File: src/rtl/c64_bus_arbiter.sv
// Two-phase C64 RAM arbiter: VIC owns phi1, CPU owns phi2 unless a badline steal hands phi2 to the VIC.
// Optional steal FSM is enabled by defining C64_BADLINE_STEAL_EN; otherwise the CPU owns every phi2 slot.
module c64_bus_arbiter #(
  parameter int ADDR_W    = 16,
  parameter int VIC_AW    = 14,
  parameter int BA_CYCLES = 3
) (
  input  logic              clk,
  input  logic              reset,
  input  logic [ADDR_W-1:0] cpu_ab,
  input  logic [7:0]        cpu_do,
  input  logic              cpu_we,
  output logic [7:0]        cpu_di,
  output logic              cpu_rdy,
  input  logic [VIC_AW-1:0] vic_ab,
  input  logic              vic_req,
  input  logic              vic_steal_req,
  input  logic [1:0]        vic_bank,
  output logic [7:0]        vic_di,
  output logic              vic_valid,
  output logic              vic_slot,
  output logic [ADDR_W-1:0] mem_ab,
  output logic [7:0]        mem_do,
  output logic              mem_we,
  input  logic [7:0]        mem_di,
  output logic              phase,
  output logic              ba,
  output logic              aec
);

  localparam int CNT_W = (BA_CYCLES > 1) ? $clog2(BA_CYCLES) : 1;
  localparam logic [CNT_W-1:0] CNT_LAST = CNT_W'(BA_CYCLES - 1);

  typedef enum logic [1:0] {RUN = 2'd0, BA_LOW = 2'd1, STOLEN = 2'd2} state_t;

  state_t            state_q, state_d;
  logic [CNT_W-1:0]  cnt_q, cnt_d;
  logic              ba_q, ba_d, aec_q, aec_d;
  logic [1:0]        t_q, t_d;
  logic              phase_q, phase_d;
  logic [ADDR_W-1:0] mem_ab_q, mem_ab_d;
  logic [7:0]        mem_do_q, mem_do_d;
  logic              mem_we_q, mem_we_d;
  logic [7:0]        cpu_di_q, cpu_di_d;
  logic              cpu_rdy_q, cpu_rdy_d;
  logic [7:0]        vic_di_q, vic_di_d;
  logic              vic_valid_q, vic_valid_d;
  logic              vic_slot_q, vic_slot_d;
  logic              cpu_gnt_q, cpu_gnt_d;
  logic              cpu_rd_q, cpu_rd_d;
  logic              vic_gnt_q, vic_gnt_d;
  logic              steal_s;
  logic              cpu_grant_s;
  logic [ADDR_W-1:0] vic_addr_s;

`ifdef C64_BADLINE_STEAL_EN
  assign steal_s = vic_steal_req;
`else
  logic steal_unused;
  assign steal_unused = vic_steal_req;
  assign steal_s      = 1'b0;
`endif

  // Bank bits are inverted onto the upper address lines, as on the CIA2 port.
  assign vic_addr_s  = ADDR_W'({~vic_bank, vic_ab});
  // A 6502 cannot be halted mid-write, so writes still get the slot while BA is low.
  assign cpu_grant_s = (state_q == RUN) || ((state_q == BA_LOW) && cpu_we);

  // Steal FSM next state, evaluated once per system cycle at the last tick.
  always_comb begin
    state_d = state_q;
    cnt_d   = cnt_q;
    if (t_q == 2'd3) begin
      case (state_q)
        RUN: begin
          if (steal_s) begin
            state_d = BA_LOW;
            cnt_d   = {CNT_W{1'b0}};
          end else begin
            state_d = RUN;
          end
        end
        BA_LOW: begin
          if (!steal_s) begin
            state_d = RUN;
          end else if (cnt_q == CNT_LAST) begin
            state_d = STOLEN;
          end else begin
            cnt_d = cnt_q + {{(CNT_W-1){1'b0}}, 1'b1};
          end
        end
        STOLEN: begin
          if (!steal_s) begin
            state_d = RUN;
          end else begin
            state_d = STOLEN;
          end
        end
        default: state_d = RUN;
      endcase
    end else begin
      state_d = state_q;
    end
    ba_d  = (state_d == RUN);
    aec_d = (state_d != STOLEN);
  end

  // Slot sequencer: address phase on even ticks, data capture on odd ticks.
  always_comb begin
    t_d         = t_q + 2'd1;
    phase_d     = t_d[1];
    mem_ab_d    = mem_ab_q;
    mem_do_d    = 8'h00;
    mem_we_d    = 1'b0;
    cpu_di_d    = cpu_di_q;
    cpu_rdy_d   = 1'b0;
    vic_di_d    = vic_di_q;
    vic_valid_d = 1'b0;
    vic_slot_d  = vic_slot_q;
    cpu_gnt_d   = 1'b0;
    cpu_rd_d    = 1'b0;
    vic_gnt_d   = 1'b0;
    case (t_q)
      2'd0: begin
        if (vic_req) begin
          mem_ab_d  = vic_addr_s;
          vic_gnt_d = 1'b1;
        end else begin
          vic_gnt_d = 1'b0;
        end
      end
      2'd1: begin
        if (vic_gnt_q) begin
          vic_di_d    = mem_di;
          vic_valid_d = 1'b1;
          vic_slot_d  = 1'b0;
        end else begin
          vic_valid_d = 1'b0;
        end
      end
      2'd2: begin
        if (state_q == STOLEN) begin
          mem_ab_d  = vic_addr_s;
          vic_gnt_d = 1'b1;
        end else if (cpu_grant_s) begin
          mem_ab_d  = cpu_ab;
          cpu_gnt_d = 1'b1;
          cpu_rd_d  = ~cpu_we;
          mem_we_d  = cpu_we;
          mem_do_d  = cpu_we ? cpu_do : 8'h00;
        end else begin
          cpu_gnt_d = 1'b0;
        end
      end
      2'd3: begin
        if (vic_gnt_q) begin
          vic_di_d    = mem_di;
          vic_valid_d = 1'b1;
          vic_slot_d  = 1'b1;
        end else if (cpu_gnt_q) begin
          cpu_rdy_d = 1'b1;
          cpu_di_d  = cpu_rd_q ? mem_di : cpu_di_q;
        end else begin
          cpu_rdy_d = 1'b0;
        end
      end
      default: t_d = 2'd0;
    endcase
  end

  // Steal FSM state register.
  always_ff @(posedge clk or posedge reset) begin
    if (reset) begin
      state_q <= RUN;
      cnt_q   <= {CNT_W{1'b0}};
      ba_q    <= 1'b1;
      aec_q   <= 1'b1;
    end else begin
      state_q <= state_d;
      cnt_q   <= cnt_d;
      ba_q    <= ba_d;
      aec_q   <= aec_d;
    end
  end

  // Datapath and output registers; reset aborts any in-flight write strobe.
  always_ff @(posedge clk or posedge reset) begin
    if (reset) begin
      t_q         <= 2'd0;
      phase_q     <= 1'b0;
      mem_ab_q    <= {ADDR_W{1'b0}};
      mem_do_q    <= 8'h00;
      mem_we_q    <= 1'b0;
      cpu_di_q    <= 8'h00;
      cpu_rdy_q   <= 1'b0;
      vic_di_q    <= 8'h00;
      vic_valid_q <= 1'b0;
      vic_slot_q  <= 1'b0;
      cpu_gnt_q   <= 1'b0;
      cpu_rd_q    <= 1'b0;
      vic_gnt_q   <= 1'b0;
    end else begin
      t_q         <= t_d;
      phase_q     <= phase_d;
      mem_ab_q    <= mem_ab_d;
      mem_do_q    <= mem_do_d;
      mem_we_q    <= mem_we_d;
      cpu_di_q    <= cpu_di_d;
      cpu_rdy_q   <= cpu_rdy_d;
      vic_di_q    <= vic_di_d;
      vic_valid_q <= vic_valid_d;
      vic_slot_q  <= vic_slot_d;
      cpu_gnt_q   <= cpu_gnt_d;
      cpu_rd_q    <= cpu_rd_d;
      vic_gnt_q   <= vic_gnt_d;
    end
  end

  assign cpu_di    = cpu_di_q;
  assign cpu_rdy   = cpu_rdy_q;
  assign vic_di    = vic_di_q;
  assign vic_valid = vic_valid_q;
  assign vic_slot  = vic_slot_q;
  assign mem_ab    = mem_ab_q;
  assign mem_do    = mem_do_q;
  assign mem_we    = mem_we_q;
  assign phase     = phase_q;
  assign ba        = ba_q;
  assign aec       = aec_q;

endmodule

File: config.mk
export PLATFORM = sky130hd
export DESIGN_NAME = c64_bus_arbiter
export DESIGN_NICKNAME = d
export VERILOG_FILES = /design/src/rtl/c64_bus_arbiter.sv
export SDC_FILE = /design/constraint.sdc
export NUM_CORES = 1
export LEC_CHECK = 0
export ABC_AREA = 1
export ABC_CLOCK_PERIOD_IN_PS = 1600
export BUFFER_PORTS_ARGS = -buffer_cell sky130_fd_sc_hd__buf_2
export CORE_ASPECT_RATIO = 1.75
export CORE_MARGIN = 4
export CORE_UTILIZATION = 44
export CTS_BUF_LIST = sky130_fd_sc_hd__clkbuf_8
export DETAILED_ROUTE_END_ITERATION = 8
export PLACE_DENSITY = 0.86
export SLEW_MARGIN = 20
export SYNTH_ARGS = -nofsm -noshare
export SYNTH_HDL_FRONTEND = slang
export SYNTH_SLANG_ARGS = --single-unit
File: constraint.sdc
create_clock -name clk -period 1.6 [get_ports clk]
set_input_delay 0.24 -clock clk [delete_from_list [all_inputs] [get_ports clk]]
set_output_delay 0.24 -clock clk [all_outputs]
set_load 0.005 [all_outputs]
**Yosys cells after proc, flatten, opt, wreduce, memory -nomap -nowiden**

Cells that the tools add are included.

- Register bits: 54
- Input bits: 53
- Output and inout port bits: 47
- Logic and storage cells: 71

- Add/sub/neg operators: 1
- Eq/ne operators: 10
- Multiplexer cells: 29
- Bitwise operators: 3
- Reductions and logical operators: 12

Operators by type and width:

| kind | count |
|---|---|
| 2-to-1 mux 16 bit | 3 |
| 2-to-1 mux 8 bit | 4 |
| case mux 16 bit (2 select lines) | 1 |
| 2-to-1 mux 1 bit | 18 |
| inequality test 2 bit, second input constant | 4 |
| == test 2 bit, second input constant | 3 |
| zero test 2 bit | 3 |
| AND reduction 3 bit | 2 |
| == test 2 x 1 -> 1 bit, second input constant | 2 |
| case mux 1 bit (2 select lines) | 2 |
| AND reduction 4 bit | 1 |
| nonzero test 2 bit | 2 |
| inequality test 3 bit, second input constant | 1 |
| adder 2 x 1 -> 2 bit, second input constant | 1 |
| 2-to-1 mux 2 bit | 1 |
| inverter 1 bit | 2 |
| inverter 2 bit | 1 |
| AND reduction 2 bit | 1 |
| OR reduction 2 bit | 1 |
| logical AND 1 bit | 1 |
| logical OR 1 bit | 1 |

**Longest topological paths before layout**

Gate-level depths: netlist (run 1).

- Depth after elaboration: 6
- Gate-level depth with buffers: 10
- Gate-level depth less buffers: 8

**Worst setup path after synthesis (run 1)**

No wires, ideal clock.

- Kind: register to register
- Start point: register t_q[0]
- End point: register mem_ab_q[0], in the netlist mem_ab[0]
- Setup time: 0.117 ns
- Arrival: 1.341 ns
- Data required time: 1.483 ns
- Slack: 0.141 ns
- Stages on the path, launching flop included: 10
- Path buffers: 2
- Period minus slack after synthesis: 1.459 ns
- Path through: dfrtp_1 -> inv_1 -> ha_1 -> buf_6 -> inv_4 -> o21ai_4 -> nand2_4 -> buf_12 -> nand2_2 -> nand2_1

- Word-level cells in the longest chain between the ends: 3
- Elaborated cells on any way between the ends: 7
- Classes of those cells: eq/ne: 3; mux: 1; reduce/logical: 3

RTL lines:

| element | RTL line | RTL |
|---|---|---|
| start: declaration | 39 | `logic [1:0] t_q, t_d;` |
| start signal: assignment | 203 | `t_q <= t_d;` |
| == test 2 bit / zero test 2 bit (equally long branches) | 123 | `case (t_q)` |
| inequality test 3 bit (no line), or another cell as far along | - |  |
| AND reduction 3 bit (no line) | - |  |
| end signal: assignment | 191 | `mem_ab_q <= {ADDR_W{1'b0}};` |
| end signal: assignment | 205 | `mem_ab_q <= mem_ab_d;` |
| end: declaration | 41 | `logic [ADDR_W-1:0] mem_ab_q, mem_ab_d;` |

Several ways; a longest one is shown, not always the timed one.
A chain may end at the register's enable or synchronous reset.

**Worst setup path in the final report (run 1)**

- Start point: register t_q[0]
- End point: register mem_ab_q[7], in the netlist mem_ab[7]

Same word-level chain as after synthesis.

==> impl_metrics.py, run 1 <==
metrics = {
    "status": {
        "status": "finished, final reports clean",
    },
    "yosys": {
        "synth_cell_type_count": 24,
        "synth-seq-area-share_pct": 57.7,
        "syn_nets": 314,
        "synth_cells": 257,
        "synth_area_um2": 2300,
        "yosys-top-cells-area": "dfrtp_1, nand2_1, nand3_1",
        "synth_top_area_share_pct": 55.4,
        "avgSynthCellArea_um2": 8.97,
        "synth_top_cell_by_area": "dfrtp_1",
        "synth_warnings": 0,
        "synth-seq-cells": 53,
    },
    "setup_path": {
        "r2r_cells": 8,
        "start_kind": "flip-flop",
        "crit_fanout": 10,
        "required_ns": 1.80,
        "critPathKind": "reg -> reg",
        "cp-end-kind": "flip-flop",
        "crit_end": "mem_ab[7]",
        "r2r_slack_ns": 0.11,
        "reg2reg_to": "mem_ab[7]",
        "cp.arrival_ns": 1.68,
        "crit_path_start": "t_q[0]",
        "rr_startpoint": "t_q[0]",
    },
    "clock_network": {
        "numCtsBuffers": 5,
        "cts_buffer_depth": 2,
        "cts_tree": "built",
        "clock-sinks": 53,
        "path_clk_slew_ns": 0.10,
        "h-tree-depth": 2,
        "root_buffer": "clkbuf_8",
        "insertion_delay_ns": 0.30,
    },
    "placed_design": {
        "port_buffers": 98,
        "dp_hpwl_um": 4190,
        "gp_congestion": 0.777,
        "placed_cell_area_um2": 2850,
    },
    "finish": {
        "finalNetCount": 421,
        "drive_gt1_share_pct": 39.5,
        "final_cell_area_um2": 3020,
        "syn_to_final_growth_pct": 31.2,
        "n_antenna_cell": 0,
        "mostFrequentLayoutCells": "buf_2, nand2_1, dfrtp_1",
        "layout_commonest_cell": "buf_2",
    },
    "die": {
        "die_x_um": 62.7,
        "die_h_um": 104,
        "placementRows": 34,
        "dieArea_um2": 6510,
        "coreArea_um2": 5020,
        "num_io_pins": 100,
        "initial_core_util_pct": 45.9,
    },
    "global_routing": {
        "first_global_vias": 1955,
        "grt_max_degree": 22,
        "antenna_found_initial": 0,
        "overflow": 0,
        "grt_use_total_pct": 17.3,
        "grt_pass1_wl_um": 9050,
    },
    "drt": {
        "drt_iter0_markers": 80,
        "final_antenna_net_count": 0,
        "drt_pass1_iterations": 4,
        "vias": 2026,
        "drt-total-wl_um": 5530,
        "wl_per_cell_um": 13.2,
        "remaining_drc_errors": 0,
        "via_per_inst": 4.84,
    },
    "sta": {
        "fin_worst_skew_ns": 0.00857,
        "fin_setup_tns_ns": 0,
        "fin_crit_ns": 1.49,
        "max_slew_margin_pct": 75.5,
        "setup_violations": 0,
        "worstMarginPinSlew_ns": 0.366,
        "grt_setup_unrepaired": "false",
        "hold_viol": 0,
        "drv_slew": 0,
        "hold_slack_ns": 0.132,
        "final.period_utilization_pct": 92.9,
        "fmax_mhz": 673,
    },
    "flow_run": {
        "maxCapViolations": 0,
    },
    "power": {
        "p_leak_nw": 1.77,
        "vdd_drop_max_mv": 0.588,
        "power_per_cell_area_nw_per_um2": 835,
    },
    "worst_hold_path": {
        "hold_path_class": "in -> reg",
    },
}
-- how the worst min path moves through the flow --
stage	from	to	cells past startpoint
5_1_grt	cpu_do[6]	mem_do[6]	3
4_1_cts	cpu_do[7]	mem_do[7]	3
6_report	cpu_do[7]	mem_do[7]	3
3_5_place_dp	reset	cpu_rd_q	2
3_3_place_gp	reset	cpu_rd_q	2
2_1_floorplan	cpu_we	cpu_rd_q	1
-- routing by layer --
layer	global-route usage, %	share of wire (%)
met5	0	0
met3	3.36	4.5
met2	31.8	56
met4	6.48	1.7
met1	19.3	38
-- final cells by class --
type / count / area, um^2
clock inverters: 2 / 17.5
multi-input cells: 176 / 868
fillers: 459 / 2000
flip-flops and latches: 53 / 1330
inverters: 19 / 73.8
clock buffers: 6 / 82.6
repair buffers: 109 / 583
well taps: 54 / 67.6
-- registers in the layout (all words and copies together) (netlist names), 2 cells and up --
register and flops:
mem_ab 16, cpu_di 8, mem_do 8, vic_di 8, state_q 2
-- critical path: stages (launching register included) --
cell and delay [ns]:
dfrtp_1 0.41, inv_1 0.13, ha_4 0.17, inv_4 0.05
a21oi_2 0.14, nand2_4 0.12, buf_4 0.20, nand3_1 0.09
nand2_1 0.06
-- Yosys cell counts, drive strengths merged --
library cell / instances
dfrtp: 51
inv: 19
clkbuf: 1
nor3: 1
nand3: 45
o21ai: 5
a21oi: 3
ha: 4
dfstp: 2
buf: 8
nor2: 15
nand2: 103
-- timing repair --
action	4_1_cts	5_1_grt
setup endpoints to repair	16	32
pin swaps	0	1
resized for setup	1	9
hold endpoints to repair	12	0
setup buffers	0	2
hold buffers	1	0
-- report_power, final --
group          total [mW]  internal (mW)  leakage, nW  switching, mW
clock network       0.803          0.360       0.0518          0.443
logic               0.275          0.138         1.06          0.137
registers            1.45           1.41        0.663         0.0405
total                2.52           1.90         1.77          0.620
-- logic make-up (layout without fill, tap and decap cells) --
kind of cell / Yosys count / after routing / share of synthesized area, %
and+or+nand+nor: 164 / 164 / 31.3
DFF: 53 / 53 / 57.7
buffers and inverters: 28 / 136 / 6.35
AOI/OAI and AO/OA: 8 / 8 / 2.55
adders and majority gates: 4 / 4 / 2.17
-- stage by stage --
| step | std cells | utilization [%] | setup WS (ns) | total power, mW |
|---|---|---|---|---|
| 6_report | 419 | 60.2 | 0.113 | 2.52 |
| 5_1_grt | 419 | 60.2 | 0.0107 | 2.64 |
| 4_1_cts | 417 | 59.1 | 0.0293 | 2.56 |
| 3_5_place_dp | 408 | 56.8 | -0.0524 | 1.75 |
| 3_3_place_gp | 408 | 56.8 | 0.0343 | 1.74 |
| 2_1_floorplan | 257 | - | 0.0771 | 1.58 |
No activity file was read; power rests on OpenSTA's default activity.
==> run 2: changes to the inputs <==
Settings changed: BUFFER_PORTS_ARGS -buffer_cell sky130_fd_sc_hd__buf_2 to -buffer_cell sky130_fd_sc_hd__clkbuf_2.
==> run 2 against run 1 <==
  * Via count increased by 1.2%
  * Clock-buffer cell count did not move
  * Clock skew decreased by 0.0023 ns
  * Largest cell class unchanged
  * Largest power group unchanged
  * Highest routed layer unchanged
==> impl_metrics.py, run 2 (synthesis gave the netlist of run 1 again) <==
metrics = {
    "global_routing": {
        "grt_use_total_pct": 17.7,
        "grt_max_degree": 22,
        "antenna_found_initial": 0,
        "grt_pass1_wl_um": 9420,
        "overflow": 0,
        "first_global_vias": 2167,
    },
    "sta": {
        "worstMarginPinSlew_ns": 0.362,
        "final.period_utilization_pct": 94.3,
        "grt_setup_unrepaired": "false",
        "hold_slack_ns": 0.117,
        "fin_ws_ns": 0.0912,
        "max_slew_margin_pct": 75.8,
        "fin_crit_ns": 1.51,
        "fin_worst_skew_ns": 0.00625,
        "fmax_mhz": 663,
        "setup_violations": 0,
        "drv_slew": 0,
        "hold_viol": 0,
    },
    "finish": {
        "drive_gt1_share_pct": 39.6,
        "finalNetCount": 422,
        "syn_to_final_growth_pct": 31.3,
        "mostFrequentLayoutCells": "clkbuf_2, nand2_1, dfrtp_1",
        "postLayoutCoreUtil_pct": 60.3,
        "largest_reg_flops": 16,
        "n_antenna_cell": 0,
        "layout_commonest_cell": "clkbuf_2",
        "final_cell_area_um2": 3030,
    },
    "setup_path": {
        "crit_fanout": 6,
        "crit_family": "flip-flops",
        "worstPathBufferInverterCount": 3,
        "cp-end-kind": "flip-flop",
        "required_ns": 1.84,
        "crit_path_max_incr_delay_ns": 0.46,
        "cpMaxStageDelayCell": "dfrtp_2",
        "critPathKind": "reg -> reg",
        "path_cells": "inv_1 -> ha_1 -> nand2_1 -> o21ai_4 -> buf_4 -> buf_4 -> nand3_1 -> nand2_1",
        "cp.arrival_ns": 1.75,
        "start_kind": "flip-flop",
    },
    "worst_hold_path": {
        "hold_path_class": "in -> reg",
    },
    "power": {
        "vdd_drop_max_mv": 0.574,
        "power_per_cell_area_nw_per_um2": 834,
        "p_leak_nw": 1.78,
        "power.total_mw": 2.52,
    },
    "clock_network": {
        "cts_tree": "built",
        "numCtsBuffers": 5,
        "clock-sinks": 53,
        "insertion_delay_ns": 0.30,
        "cts_buffer_depth": 2,
        "h-tree-depth": 2,
        "root_buffer": "clkbuf_8",
        "path_clk_slew_ns": 0.10,
    },
    "flow_run": {
        "maxCapViolations": 0,
    },
    "die": {
        "dieArea_um2": 6510,
        "initial_core_util_pct": 45.9,
        "coreArea_um2": 5020,
        "placementRows": 34,
        "die_h_um": 104,
        "num_io_pins": 100,
        "die_x_um": 62.7,
    },
    "drt": {
        "wl_per_cell_um": 13.3,
        "drt_pass1_iterations": 4,
        "via_per_inst": 4.88,
        "remaining_drc_errors": 0,
        "drt-total-wl_um": 5570,
        "vias": 2051,
        "drt_iter0_markers": 72,
        "final_antenna_net_count": 0,
    },
    "placed_design": {
        "dp_slack_ns": -0.0497,
        "port_buffers": 98,
        "dp_hpwl_um": 4310,
        "gp_congestion": 0.773,
        "placed_cell_area_um2": 2850,
    },
    "status": {
        "status": "finished, final reports clean",
    },
}
run 2: cell types whose count changed in the layout (fill, tap and decap cells not counted), sizes merged:
| cell | previous run | this run |
|---|---|---|
| buf | 108 | 11 |
| clkbuf | 6 | 104 |
run 2: timing repair:
| item | 4_1_cts | 5_1_grt |
|---|---|---|
| hold endpoints to repair | 12 | 0 |
| buffers inserted | 0 | 3 |
| pin swaps | 0 | 1 |
| setup endpoints to repair | 16 | 33 |
| hold buffers | 1 | 0 |
| resized for setup | 1 | 9 |
run 2: per-stage QoR:
step / TNS, ns / instances
2_1_floorplan: 0 / 257
3_3_place_gp: 0 / 408
3_5_place_dp: -0.392 / 408
4_1_cts: 0 / 417
5_1_grt: 0 / 420
6_report: 0 / 420
run 2: cell type report:
cell class | instances | area [um^2]
Timing Repair Buffer | 110 | 591
Multi-Input combinational cell | 176 | 863
Fill cell | 465 | 1990
Sequential cell | 53 | 1330
Clock inverter | 2 | 17.5
Tap cell | 54 | 67.6
Inverter | 19 | 73.8
Clock buffer | 6 | 82.6
run 2: per-layer routing:
| metal | track usage, % | share of wire [%] | up-vias | wire length, um |
|---|---|---|---|---|
| met4 | 7.11 | 2.0 | 0 | 113 |
| met3 | 2.60 | 4.1 | 10 | 231 |
| li1 | - | - | 1023 | - |
| met2 | 34.1 | 57 | 62 | 3170 |
| met1 | 18.7 | 37 | 956 | 2050 |
| met5 | 0 | 0 | - | 0 |
run 2: worst reg2reg max path, stage by stage (launching register included):
cell and delay (ns):
dfrtp_2 0.46, inv_1 0.09, ha_1 0.22, nand2_1 0.12
o21ai_4 0.16, buf_4 0.18, buf_4 0.09, nand3_1 0.07
nand2_1 0.06
run 2: power by group:
group          leakage [nW]  switching (mW)  internal [mW]
clock network        0.0518           0.439          0.360
logic                  1.06           0.136          0.138
registers             0.663          0.0429           1.41
total                  1.78           0.618           1.90
run 2: path summary, 6_finish.rpt:
path                            from         end  slack, ns  cells after the start
max in group asynchronous      reset   cpu_di[0]       0.58                      4
max reg2reg                    phase  mem_ab[11]       0.09                      8
max                            phase  mem_ab[11]       0.09                      8
min reg2reg                cpu_di[0]   cpu_di[0]       0.48                      2
min                        cpu_do[1]   mem_do[1]       0.12                      3
min in group asynchronous      reset   mem_do[1]       0.44                      3
==> run 3: changes to the inputs <==
Settings changed: ABC_AREA 1 to unset, CORE_UTILIZATION 44 to 43, PLACE_DENSITY 0.86 to 0.85.
==> run 3 against run 2 <==
  * Critical path depth decreased by 4
  * Hold slack improved by 0.015 ns
  * Clock-buffer cell count decreased by 1
  * Sequential share of layout area increased by 2.2 points
  * Global-route usage decreased by 2.4 points
  * Routed wire length decreased by 17%
  * Final cell count decreased by 23%
  * Combinational power increased by 7%
==> impl_metrics.py, run 3 <==
metrics = {
    "flow_run": {
        "maxCapViolations": 0,
    },
    "die": {
        "die_x_um": 61.9,
        "initial_core_util_pct": 44.3,
        "coreArea_um2": 4930,
        "num_io_pins": 100,
        "dieArea_um2": 6330,
        "die_h_um": 102,
        "placementRows": 34,
    },
    "placed_design": {
        "gp_congestion": 0.793,
        "port_buffers": 98,
        "dp_hpwl_um": 3660,
    },
    "sta": {
        "fmax_mhz": 660,
        "grt_setup_unrepaired": "false",
        "setup_violations": 0,
        "drv_slew": 0,
        "worstMarginPinSlew_ns": 0.414,
        "fin_setup_tns_ns": 0,
        "final.period_utilization_pct": 94.7,
        "fin_worst_skew_ns": 0.00513,
        "hold_viol": 0,
        "fin_crit_ns": 1.52,
        "max_slew_margin_pct": 72.4,
    },
    "drt": {
        "drt_pass1_iterations": 4,
        "remaining_drc_errors": 0,
        "drt-total-wl_um": 4620,
        "drt_iter0_markers": 20,
        "final_antenna_net_count": 0,
        "wl_per_cell_um": 14.3,
        "via_per_inst": 4.79,
        "vias": 1547,
    },
    "global_routing": {
        "grt_pass1_wl_um": 7110,
        "first_global_vias": 1557,
        "grt_max_degree": 37,
        "grt_use_total_pct": 15.3,
        "antenna_found_initial": 0,
        "overflow": 0,
    },
    "yosys": {
        "synth_top_cell_by_area": "dfrtp_1",
        "synth_cells": 161,
        "yosysMostFrequentCell": "dfrtp_1",
        "synth_ff_type": "dfrtp_1",
        "synth_common_cells": "dfrtp_1, nand2_1, mux2i_1, o21ai_1",
        "synth_cell_type_count": 27,
        "synth-seq-area-share_pct": 60.8,
        "synthArstFlopShare_pct": 100,
        "synth-seq-cells": 53,
        "syn_nets": 218,
        "synth_warnings": 0,
        "avgSynthCellArea_um2": 13.6,
        "synth_area_um2": 2180,
        "yosys-top-cells-area": "dfrtp_1, mux2i_1, mux2_4",
        "synth_edf_count": 0,
        "synth_top_area_share_pct": 58.4,
    },
    "setup_path": {
        "crit_fanout": 8,
        "cp-end-kind": "flip-flop",
        "critPathKind": "reg -> reg",
        "start_kind": "flip-flop",
        "r2r_cells": 4,
        "cp.arrival_ns": 1.71,
        "required_ns": 1.79,
        "r2r_slack_ns": 0.08,
        "reg2reg_to": "cpu_di[2]",
        "rr_startpoint": "phase",
    },
    "worst_hold_path": {
        "worstHoldPathCells": 2,
        "hold_path_class": "in -> reg",
        "holdCritStartpoint": "cpu_we",
        "min_to": "cpu_rd_q",
    },
    "clock_network": {
        "cts_buffer_depth": 2,
        "cts_tree": "built",
        "numCtsBuffers": 5,
        "clock-sinks": 53,
        "cts_setup_buffers": 0,
        "root_buffer": "clkbuf_8",
        "path_clk_slew_ns": 0.09,
        "insertion_delay_ns": 0.30,
        "h-tree-depth": 2,
    },
    "finish": {
        "layout_commonest_cell": "clkbuf_2",
        "syn_to_final_growth_pct": 31.7,
        "largest_reg_flops": 16,
        "finalNetCount": 325,
        "mostFrequentLayoutCells": "clkbuf_2, dfrtp_1, nand2_1",
        "postLayoutCoreUtil_pct": 58.3,
        "n_antenna_cell": 0,
        "drive_gt1_share_pct": 52.4,
    },
    "power": {
        "power_per_cell_area_nw_per_um2": 861,
        "clockPowerShare_pct": 29.6,
        "p_switching_mw": 0.590,
        "p_leak_nw": 1.66,
        "vdd_drop_max_mv": 0.600,
        "power.share.combinational_pct": 11.8,
        "intPower_mw": 1.89,
        "power.total_mw": 2.48,
        "switching_share_pct": 23.8,
        "power_frac_seq_pct": 58.6,
    },
    "status": {
        "status": "finished, final reports clean",
    },
}
## run 3: cell count changes after synthesis, sizes merged, moves of 8 or more
cell / previous run / this run
and2: 0 / 8
inv: 19 / 6
mux2: 0 / 16
nand3: 45 / 0
mux2i: 0 / 15
nor2: 15 / 3
nand2: 103 / 20
o21ai: 5 / 17
## run 3: power by group through the flow
| stage | Combinational (mW) | Clock (mW) | Sequential (mW) |
|---|---|---|---|
| after floorplan | 0.115 | 0 | 1.48 |
| after global placement | 0.286 | 0 | 1.47 |
| after detailed placement | 0.297 | 0 | 1.48 |
| after CTS | 0.300 | 0.760 | 1.45 |
| after global routing | 0.326 | 0.820 | 1.46 |
| final | 0.292 | 0.733 | 1.45 |
## run 3: worst max-delay path by stage
| stage | startpoint | to | slack [ns] |
|---|---|---|---|
| 6_report | phase | cpu_di[2] | 0.08 |
| 5_1_grt | phase | mem_ab[1] | 0.006 |
| 4_1_cts | t_q[0] | mem_ab[12] | 0.06 |
| 3_5_place_dp | t_q[0] | mem_ab[10] | 0.06 |
| 3_3_place_gp | t_q[0] | mem_ab[10] | 0.09 |
| 2_1_floorplan | reset | cpu_di[0] | 0.08 |
## run 3: critical path, cell delays in order (launching register included)
cell and delay (ns):
dfrtp_1 0.43, ha_1 0.25, and3b_2 0.24, nand2_4 0.17, mux2_4 0.32
## run 3: final cells by class
class | count | area (um^2)
inverters | 6 | 22.5
well taps | 54 | 67.6
clock inverters | 3 | 17.5
fillers | 422 | 2060
repair buffers | 105 | 583
clock buffers | 5 | 68.8
multi-input cells | 97 | 788
flip-flops and latches | 53 | 1330
## run 3: metrics by stage
stage               cell area (um^2)  instances  hold slack (ns)  setup WS [ns]
finish                          2880        323            0.132         0.0842
global route                    2880        323            0.126        0.00585
CTS                             2870        323            0.123         0.0569
detailed placement              2770        314            0.242         0.0595
global placement                2770        314            0.234         0.0880
floorplan                       2180        161            0.313         0.0771
## run 3: cell families after synthesis
family	Yosys count	synth area share [%]
flip-flops	53	60.8
adder cells (fa/ha/maj)	4	2.29
buffers and inverters	11	3.61
AO/OA/AOI/OAI	25	7.67
multiplexers	31	16.5
AND/OR/NAND/NOR	37	9.11
## run 3: timing repair
action                                 in CTS  in global routing
endpoints found under the hold margin      16                  0
resized for setup                           0                  2
setup endpoints to repair                   0                 11
hold buffers                                1                  0
## run 3: per-layer routing
layer / vias up / routed length, um / global-route usage [%]
li1: 756 / - / -
met1: 732 / 1510 / 14.9
met2: 47 / 2770 / 28.7
met3: 12 / 201 / 3.29
met4: 0 / 144 / 7.52
met5: - / 0 / 0
